File: config.mk
export PLATFORM = sky130hd
export DESIGN_NAME = ir_rx_letter_queue
export DESIGN_NICKNAME = d
export VERILOG_FILES = /design/src/rtl/ir_letter_pkg.sv /design/src/rtl/letter_ring_ram.sv /design/src/rtl/ir_rx_letter_queue.sv
export SDC_FILE = /design/constraint.sdc
export NUM_CORES = 2
export LEC_CHECK = 0
export CORE_MARGIN = 5
export CORE_UTILIZATION = 50
export CTS_CLUSTER_SIZE = 14
export DETAILED_ROUTE_END_ITERATION = 10
export PLACE_DENSITY = 0.65
export SETUP_SLACK_MARGIN = 0.2
export SYNTH_ARGS = -nofsm -noshare
export SYNTH_HDL_FRONTEND = slang
export SYNTH_MEMORY_MAX_BITS = 65536
export SYNTH_SLANG_ARGS = --single-unit
export TNS_END_PERCENT = 50
File: constraint.sdc
create_clock -name clk_in -period 4.1 [get_ports clk_in]
set_input_delay 0.615 -clock clk_in [delete_from_list [all_inputs] [get_ports clk_in]]
set_output_delay 0.615 -clock clk_in [all_outputs]
set_load 0.01 [all_outputs]
File: src/rtl/ir_letter_pkg.sv
// Shared definitions for the IR receive letter path.
// Holds the letter code width, the alphabet size and the read-FSM state type.
package ir_letter_pkg;

  localparam int unsigned LETTER_WIDTH = 5;
  localparam int unsigned NUM_LETTERS  = 26;

  typedef enum logic [1:0] {
    ST_IDLE  = 2'd0,
    ST_FETCH = 2'd1,
    ST_ISSUE = 2'd2,
    ST_HOLD  = 2'd3
  } rd_state_t;

endpackage

File: src/rtl/letter_ring_ram.sv
// Simple dual-port letter storage, DEPTH x LETTER_WIDTH.
// One write port and one registered read port (one-cycle read latency).
// Contents are not reset, so the array maps onto block RAM.
// Ports:
//   clk    - clock
//   we     - write enable
//   waddr  - write address
//   wdata  - letter to store
//   raddr  - read address
//   rdata  - letter at raddr, registered on the next edge
module letter_ring_ram
  import ir_letter_pkg::*;
#(
  parameter int unsigned DEPTH = 1000,
  parameter int unsigned AW    = 10
) (
  input  logic                    clk,
  input  logic                    we,
  input  logic [AW-1:0]           waddr,
  input  logic [LETTER_WIDTH-1:0] wdata,
  input  logic [AW-1:0]           raddr,
  output logic [LETTER_WIDTH-1:0] rdata
);

  logic [LETTER_WIDTH-1:0] mem [DEPTH];

  // Write port
  always_ff @(posedge clk) begin
    if (we) begin
      mem[waddr] <= wdata;
    end
  end

  // Registered read port
  always_ff @(posedge clk) begin
    rdata <= mem[raddr];
  end

endmodule

File: src/rtl/ir_rx_letter_queue.sv
// Receive-side letter queue between the IR decoder and the Enigma decoder.
// Buffers 5-bit letter codes in a circular buffer and replays them one at a
// time whenever the Enigma decoder reports ready.
// Optional feature: define LETTER_RANGE_CHECK_EN to discard codes >= 26.
// Ports:
//   clk_in         - system clock
//   rst_in         - synchronous active-low reset
//   code_in        - letter code from the IR decoder
//   new_code_in    - strobe, code_in valid
//   ready_in       - Enigma decoder ready (sampled only in IDLE)
//   data_valid_out - strobe, data_out holds a letter
//   data_out       - letter for the Enigma decoder
//   count_out      - letters currently stored
//   overflow_out   - sticky, a letter was dropped on a full buffer
//   dropped_out    - saturating count of dropped letters
module ir_rx_letter_queue
  import ir_letter_pkg::*;
#(
  parameter int unsigned DEPTH       = 1000,
  parameter int unsigned HOLD_CYCLES = 2
) (
  input  logic                       clk_in,
  input  logic                       rst_in,
  input  logic [LETTER_WIDTH-1:0]    code_in,
  input  logic                       new_code_in,
  input  logic                       ready_in,
  output logic                       data_valid_out,
  output logic [LETTER_WIDTH-1:0]    data_out,
  output logic [$clog2(DEPTH+1)-1:0] count_out,
  output logic                       overflow_out,
  output logic [7:0]                 dropped_out
);

  localparam int unsigned PW = $clog2(DEPTH);
  localparam int unsigned CW = $clog2(DEPTH + 1);
  localparam int unsigned HW = (HOLD_CYCLES > 1) ? $clog2(HOLD_CYCLES) : 1;

  rd_state_t               state;
  rd_state_t               state_nxt;
  logic [PW-1:0]           wr_ptr;
  logic [PW-1:0]           rd_ptr;
  logic [HW-1:0]           hold_cnt;
  logic [LETTER_WIDTH-1:0] ram_rdata;
  logic                    full_c;
  logic                    in_range_c;
  logic                    wr_en_c;
  logic                    rd_en_c;
  logic                    drop_c;
  logic                    hold_done_c;

  function automatic logic [PW-1:0] ptr_inc(input logic [PW-1:0] p);
    return (p == PW'(DEPTH - 1)) ? '0 : p + PW'(1);
  endfunction

`ifdef LETTER_RANGE_CHECK_EN
  assign in_range_c = (code_in < LETTER_WIDTH'(NUM_LETTERS));
`else
  assign in_range_c = 1'b1;
`endif

  // Fullness uses the registered count, so a write on an ISSUE cycle into a
  // full buffer is still dropped.
  assign full_c      = (count_out == CW'(DEPTH));
  assign wr_en_c     = new_code_in & in_range_c & ~full_c;
  assign drop_c      = new_code_in & ~wr_en_c;
  assign rd_en_c     = (state == ST_ISSUE);
  assign hold_done_c = ((32'(hold_cnt) + 32'd1) >= HOLD_CYCLES);

  letter_ring_ram #(
    .DEPTH (DEPTH),
    .AW    (PW)
  ) u_ram (
    .clk   (clk_in),
    .we    (wr_en_c),
    .waddr (wr_ptr),
    .wdata (code_in),
    .raddr (rd_ptr),
    .rdata (ram_rdata)
  );

  // Read FSM state register
  always_ff @(posedge clk_in) begin
    if (!rst_in) begin
      state <= ST_IDLE;
    end else begin
      state <= state_nxt;
    end
  end

  // Read FSM next-state logic
  always_comb begin
    state_nxt = state;
    case (state)
      ST_IDLE: begin
        if ((count_out != '0) && ready_in) begin
          state_nxt = ST_FETCH;
        end
      end
      ST_FETCH: state_nxt = ST_ISSUE;
      ST_ISSUE: state_nxt = (HOLD_CYCLES == 0) ? ST_IDLE : ST_HOLD;
      ST_HOLD: begin
        if (hold_done_c) begin
          state_nxt = ST_IDLE;
        end
      end
      default: state_nxt = ST_IDLE;
    endcase
  end

  // Pointers, occupancy, output registers and drop bookkeeping.
  // rd_ptr is presented to the RAM continuously, so the letter is already in
  // ram_rdata during FETCH and is registered onto data_out for the ISSUE cycle.
  always_ff @(posedge clk_in) begin
    if (!rst_in) begin
      wr_ptr         <= '0;
      rd_ptr         <= '0;
      count_out      <= '0;
      hold_cnt       <= '0;
      data_valid_out <= 1'b0;
      data_out       <= '0;
      overflow_out   <= 1'b0;
      dropped_out    <= '0;
    end else begin
      if (wr_en_c) begin
        wr_ptr <= ptr_inc(wr_ptr);
      end
      if (rd_en_c) begin
        rd_ptr <= ptr_inc(rd_ptr);
      end
      case ({wr_en_c, rd_en_c})
        2'b10:   count_out <= count_out + CW'(1);
        2'b01:   count_out <= count_out - CW'(1);
        default: count_out <= count_out;
      endcase
      hold_cnt       <= (state == ST_HOLD) ? hold_cnt + HW'(1) : '0;
      data_valid_out <= (state == ST_FETCH);
      if (state == ST_FETCH) begin
        data_out <= ram_rdata;
      end
      // Out-of-range codes count as drops but are not overflow events
      if (new_code_in && in_range_c && full_c) begin
        overflow_out <= 1'b1;
      end
      if (drop_c && (dropped_out != 8'hFF)) begin
        dropped_out <= dropped_out + 8'd1;
      end
    end
  end

endmodule

* After elaboration in Yosys (flattened, before gate mapping) *
Memory sizes are Yosys's and may differ from the RTL's. A register that Yosys moved wholly into a read port is not among the register bits.
Index checks and enable logic that the tools add are counted.

operators by class
  add/subtract/negate cells = 7
  magnitude comparators = 1
  eq/ne operators = 11
  multiplexer cells = 8
  bitwise logic cells = 4
  reduce and logical (&&, ||, !) cells = 8

operators by type and width
  operator               number
  $add 10x1->10 const B  3
  $eq 10x10->1 const B   3
  $mux 10                2
  $pmux 10 s2            1
  $reduce_bool 10->1     1
  $sub 10x1->10 const B  1
  $add 8x1->8 const B    1
  $ne 8x8->1 const B     1
  $pmux 2 s4             1
  $eq 2x2->1 const B     3
  $eq 2x1->1 const B     2
  $mux 2                 2
  $ne 2x2->1 const B     2
  $reduce_and 2->1       2
  $logic_and 1x1->1      3
  $add 1x1->2 const B    1
  $and 1x1->1            2
  $ge 2x2->1 const B     1
  $logic_not 2->1        1
  $mux 1                 2
  $not 1->1              2
  $reduce_bool 2->1      1
  $add 1x1->1 const B    1

storage, ports and cells
  flip-flop bits (word level) = 48
  memory bits (writable) = 5,000
  bits of input ports = 9
  output and inout bits = 25
  word-level logic and storage cells = 49
  memories = 1

memory list
  memory     words  width  rd ports  clocked after memory_dff  write ports  RTL line               source
  u_ram.mem  1,000  5      1         1                         1            letter_ring_ram.sv:25  logic [LETTER_WIDTH-1:0] mem [DEPTH];

* Logic depth before layout (Yosys ltp) *
  depth after elaboration = 6
  gate-level depth with buffers = 18
  mapped depth without buffers = 15

* By module *
A second synthesis with hierarchy kept.

unflattened totals
  cells, all modules = 10,067
  area total of the unflattened synthesis = 198,765.6 sq um

by module, submodules not included
  module              instances  cells each  area an instance (sq um)
  letter_ring_ram     1          9,730       195,966.7
  ir_rx_letter_queue  1          337         2,798.9

* Worst setup path before layout *
OpenSTA, ideal clock, no wires.

  path type = reg2reg
  start point = reg count_out[1]
  end point = reg count_out[6]
  setup time = 115 ps
  arrival = 3,717 ps
  required time = 3,985 ps
  path slack = 269 ps
  cell stages (with the launch flop) = 19
  buffers on the path = 3
  clock period less this slack = 3,831 ps
  path through = dfxtp_1 -> clkbuf_1 -> or4_1 -> nor3_1 -> nor2b_1 -> clkbuf_1 -> inv_1 -> ha_1 -> buf_1 -> xor2_1 -> ha_1 -> a21oi_1 -> o21ai_0 -> a21oi_1 -> a21o_1 -> a21oi_1 -> a311oi_1 -> xor2_1 -> and2_1

between the ends
  word-level cells in the longest chain between the ends = 5
  elaborated cells on any way between the ends = 9
  those cells by class = add/sub: 2; eq/ne: 3; mux: 1; bitwise: 2; reduce/logical: 1

RTL lines
  what                                                   RTL line                   source
  start: declaration                                     ir_rx_letter_queue.sv:29   output logic [$clog2(DEPTH+1)-1:0] count_out,
  start signal: assignment                               ir_rx_letter_queue.sv:131  2'b10: count_out <= count_out + CW'(1);
  start signal: assignment                               ir_rx_letter_queue.sv:132  2'b01: count_out <= count_out - CW'(1);
  start signal: assignment                               ir_rx_letter_queue.sv:133  default: count_out <= count_out;
  branches (longest 5 deep; another with $sub 10x1->10)  n/a

Parallel ways; which one is timed is not known.
A chain may end at the register's enable or synchronous reset.

==> run_results.csv <==
group,metric,value,unit
outcome,status,"finished, violations left",
outcome,violations,"negative setup slack",
clock_network,cts_buffers,484,
clock_network,clkSlewWorstSetupHoldPaths,0.07,ns
layout,finish.utilization,56.6,%
layout,fillers,28700,
global_routing,grt_pass1_vias,103000,
power,peakVddDrop,0.424,mV
detailed_routing,wl,590000,um
detailed_routing,viasPerCell,6.69,
global_routing,grt_use_total,28.6,%
sta,min_period,4.17,ns
sta,maxSlewHeadroom,5.04,%
power,total_power,113,mW
layout,fin_nets,10200,
sta,slew_violations,0,
setup_path,crit_fanout,18,
global_routing,grt_overflow_total,0,
placed_design,gp_congestion,0.914,
die,initial_core_util,50.1,%
sta,hold_violations,0,
clock_network,cts_root_buffer,"clkbuf_16",
sta,fin_ws,-0.0704,ns
die,die_area,408000,sq um
logic_synthesis,syn-num-nets,9733,
power,power.density,507,nW/um^2
die,num_rows,231,
worst_hold_path,hold_path.class,"input port to flip-flop",
logic_synthesis,avgSynthCellArea,20.4,sq um
logic_synthesis,ys_ff_latch,5053,
die,coreArea,395000,sq um
global_routing,grt_max_degree,214,
setup_path,required,5.02,ns
logic_synthesis,ys_types,74,
logic_synthesis,synth_edf_count,5000,
power,p_leak,67.5,nW
die,die_h,639,um
setup_path,critical_path.most_common_cell,"buf_4",
placed_design,portBuffers,33,
setup_path,path_cells,"buf_4 > nor2_4 > buf_12 > a22oi_1 > nand4b_1 > nand4_1 > a311o_1 > nor4_4 > buf_4 > a221oi_1 > a31o_1",
die,die_w,639,um
logic_synthesis,synthCells,9710,
layout,layout-area-overhead-vs-synth,12.9,%
clock_network,htree_levels,5,
setup_path,slowest_delay,0.89,ns
layout,drive_gt1_share,24.8,%
clock_network,tritoncts,"yes",
detailed_routing,ant_nets,0,
setup_path,path_class,"flip-flop to flip-flop",
setup_path,cp-start-kind,"flip-flop",
logic_synthesis,ys_async_sr_fraction,0,%
setup_path,end_kind,"flip-flop",
sta,period_share,102,%
setup_path,cp_data_arrival_time,5.09,ns
sta,setup_viol,1,
clock_network,clock_sinks,5053,
detailed_routing,drc_errors,0,
global_routing,antenna_found_initial,43,
job,max_cap_violations,0,
sta,tightest_slew,1.42,ns
sta,clock_skew,0.0790,ns
detailed_routing,detail_route.iter0.violations,17900,
clock_network,clk_path_buf_depth,4,
layout,final_common_cell,"edfxtp_1",
detailed_routing,vias,106000,
detailed_routing,wl_per_cell,37.2,um
setup_path,crit_slowest_cell,"nor2_4",
setup_path,r2r_slack,-0.07,ns
sta,fmax,240,MHz
placed_design,hpwlAfterDp,369000,um
sta,fin_hold_ws,0.0753,ns
global_routing,grt_pass1_wl,822000,um
logic_synthesis,syn_area,198000,sq um
logic_synthesis,ys.flop_type,"edfxtp_1",
clock_network,clock_latency,1.05,ns
logic_synthesis,ys_warn_count,0,
detailed_routing,drt_pass1_iterations,8,
logic_synthesis,ys_seq_area_share,76.4,%
layout,layout_common_cells,"edfxtp_1, mux4_2, nor2_1",
die,io_pins,34,
sta,rsz0062_at_grt,"yes",
registers in the layout (all words and copies together), names as in the netlist, 2 cells and up:
name / cells
count_out: 10
data_out: 5
dropped_out: 8
rd_ptr: 10
state: 2
u_ram.mem: 5000
u_ram.rdata: 5
wr_ptr: 10
path summary, 6_finish.rpt:
| path | from | endpoint | cells after the start |
|---|---|---|---|
| min reg2reg | overflow_out | overflow_out | 2 |
| min | code_in[2] | u_ram.mem[158][2] | 1 |
| max reg2reg | rd_ptr[1] | u_ram.rdata[3] | 11 |
| max | rd_ptr[1] | u_ram.rdata[3] | 11 |
per-layer routing:
layer | vias up | track usage (%) | wire length (um)
li1 | 41100 | - | -
met1 | 55900 | 40.1 | 215000
met2 | 7810 | 42.7 | 269000
met3 | 1238 | 8.18 | 79200
met4 | 10 | 11.5 | 27100
met5 | - | 0 | 62
through the flow:
| step | worst slack [ns] | setup TNS, ns | std cells | instance area [sq um] |
|---|---|---|---|---|
| 3_5_place_dp | -0.343 | -0.495 | 14900 | 208000 |
| 2_1_floorplan | 0.269 | 0 | 9710 | 198000 |
| 5_1_grt | 0.135 | 0 | 15800 | 223000 |
| 4_1_cts | 0.134 | 0 | 15800 | 223000 |
| 3_3_place_gp | -0.784 | -1.06 | 14900 | 208000 |
| 6_report | -0.0704 | -0.0704 | 15900 | 223000 |
timing repair:
| action | in CTS | in global routing |
|---|---|---|
| setup endpoints to repair | 5 | 10 |
| hold buffers | 1 | 0 |
| cloned | 1 | 2 |
| pin swaps | 1 | 2 |
| endpoints found under the hold margin | 12 | 0 |
| resized for setup | 11 | 22 |
| setup buffers | 6 | 10 |
cell usage after synthesis, drive strengths merged (5+ instances only):
library cell / number / share of area (%)
edfxtp: 5000 / 76
mux4: 1218 / 14
nor2: 1115 / 2.1
clkbuf: 399 / 0.76
buf: 279 / 1.0
mux2i: 262 / 1.3
a22oi: 217 / 0.82
nand2: 210 / 0.40
a21oi: 126 / 0.32
o21ai: 100 / 0.25
a221oi: 90 / 0.40
nand3: 62 / 0.16
nor3: 54 / 0.14
dfxtp: 53 / 0.54
o22ai: 49 / 0.15
nor2b: 35 / 0.11
a211oi: 33 / 0.13
and2: 29 / 0.092
nor4: 28 / 0.089
nand4: 26 / 0.082
a31oi: 24 / 0.076
a22o: 21 / 0.093
xnor2: 20 / 0.089
a2111oi: 17 / 0.075
and3: 17 / 0.054
mux2: 17 / 0.097
a221o: 15 / 0.076
ha: 14 / 0.089
nand2b: 13 / 0.041
o221ai: 13 / 0.058
xor2: 13 / 0.058
o31ai: 12 / 0.046
inv: 11 / 0.021
or3: 10 / 0.032
nor3b: 9 / 0.034
o211ai: 9 / 0.034
o311ai: 9 / 0.040
a21boi: 5 / 0.019
a21o: 5 / 0.019
a311o: 5 / 0.025
and3b: 5 / 0.022
or2: 5 / 0.016
or4: 5 / 0.019
area by class of cell:
class	instances	area [sq um]	area share, %
diodes	48	120	0.0538
clock buffers	585	12600	5.63
clock inverters	309	2640	1.18
inverters	13	67.6	0.0302
multi-input cells	3966	43600	19.5
flip-flops and latches	5053	151000	67.7
well taps	5242	6560	2.94
repair buffers	650	6690	3.00
power breakdown:
group	leakage, nW	switching (mW)	internal [mW]	total, mW
Clock	7.44	19.3	24.1	43.4
Sequential	45.4	0.142	56.8	56.9
Combinational	14.7	6.67	6.27	12.9
Total	67.5	26.2	87.2	113
worst max-delay path: cells and delay by family, from the launching register on:
kind / cells / cell delay (ns)
AND/OR/NAND/NOR: 4 / 1.93
AO/OA/AOI/OAI: 4 / 0.95
buffers and inverters: 3 / 0.68
flip-flops: 1 / 0.42
cell families (layout without fill, tap and decap cells):
| logic type | count (synthesis) | after routing | share of synthesized area, % |
|---|---|---|---|
| AO/OA/AOI/OAI | 790 | 790 | 2.81 |
| multiplexers | 1497 | 1497 | 15.3 |
| other | 0 | 48 | 0 |
| XOR/XNOR | 33 | 33 | 0.146 |
| buffers and inverters | 691 | 1557 | 1.82 |
| adder cells (fa/ha/maj) | 14 | 14 | 0.0885 |
| flip-flops | 5053 | 5053 | 76.4 |
| AND/OR/NAND/NOR | 1632 | 1632 | 3.44 |
Power figures use the tool's default switching activity.
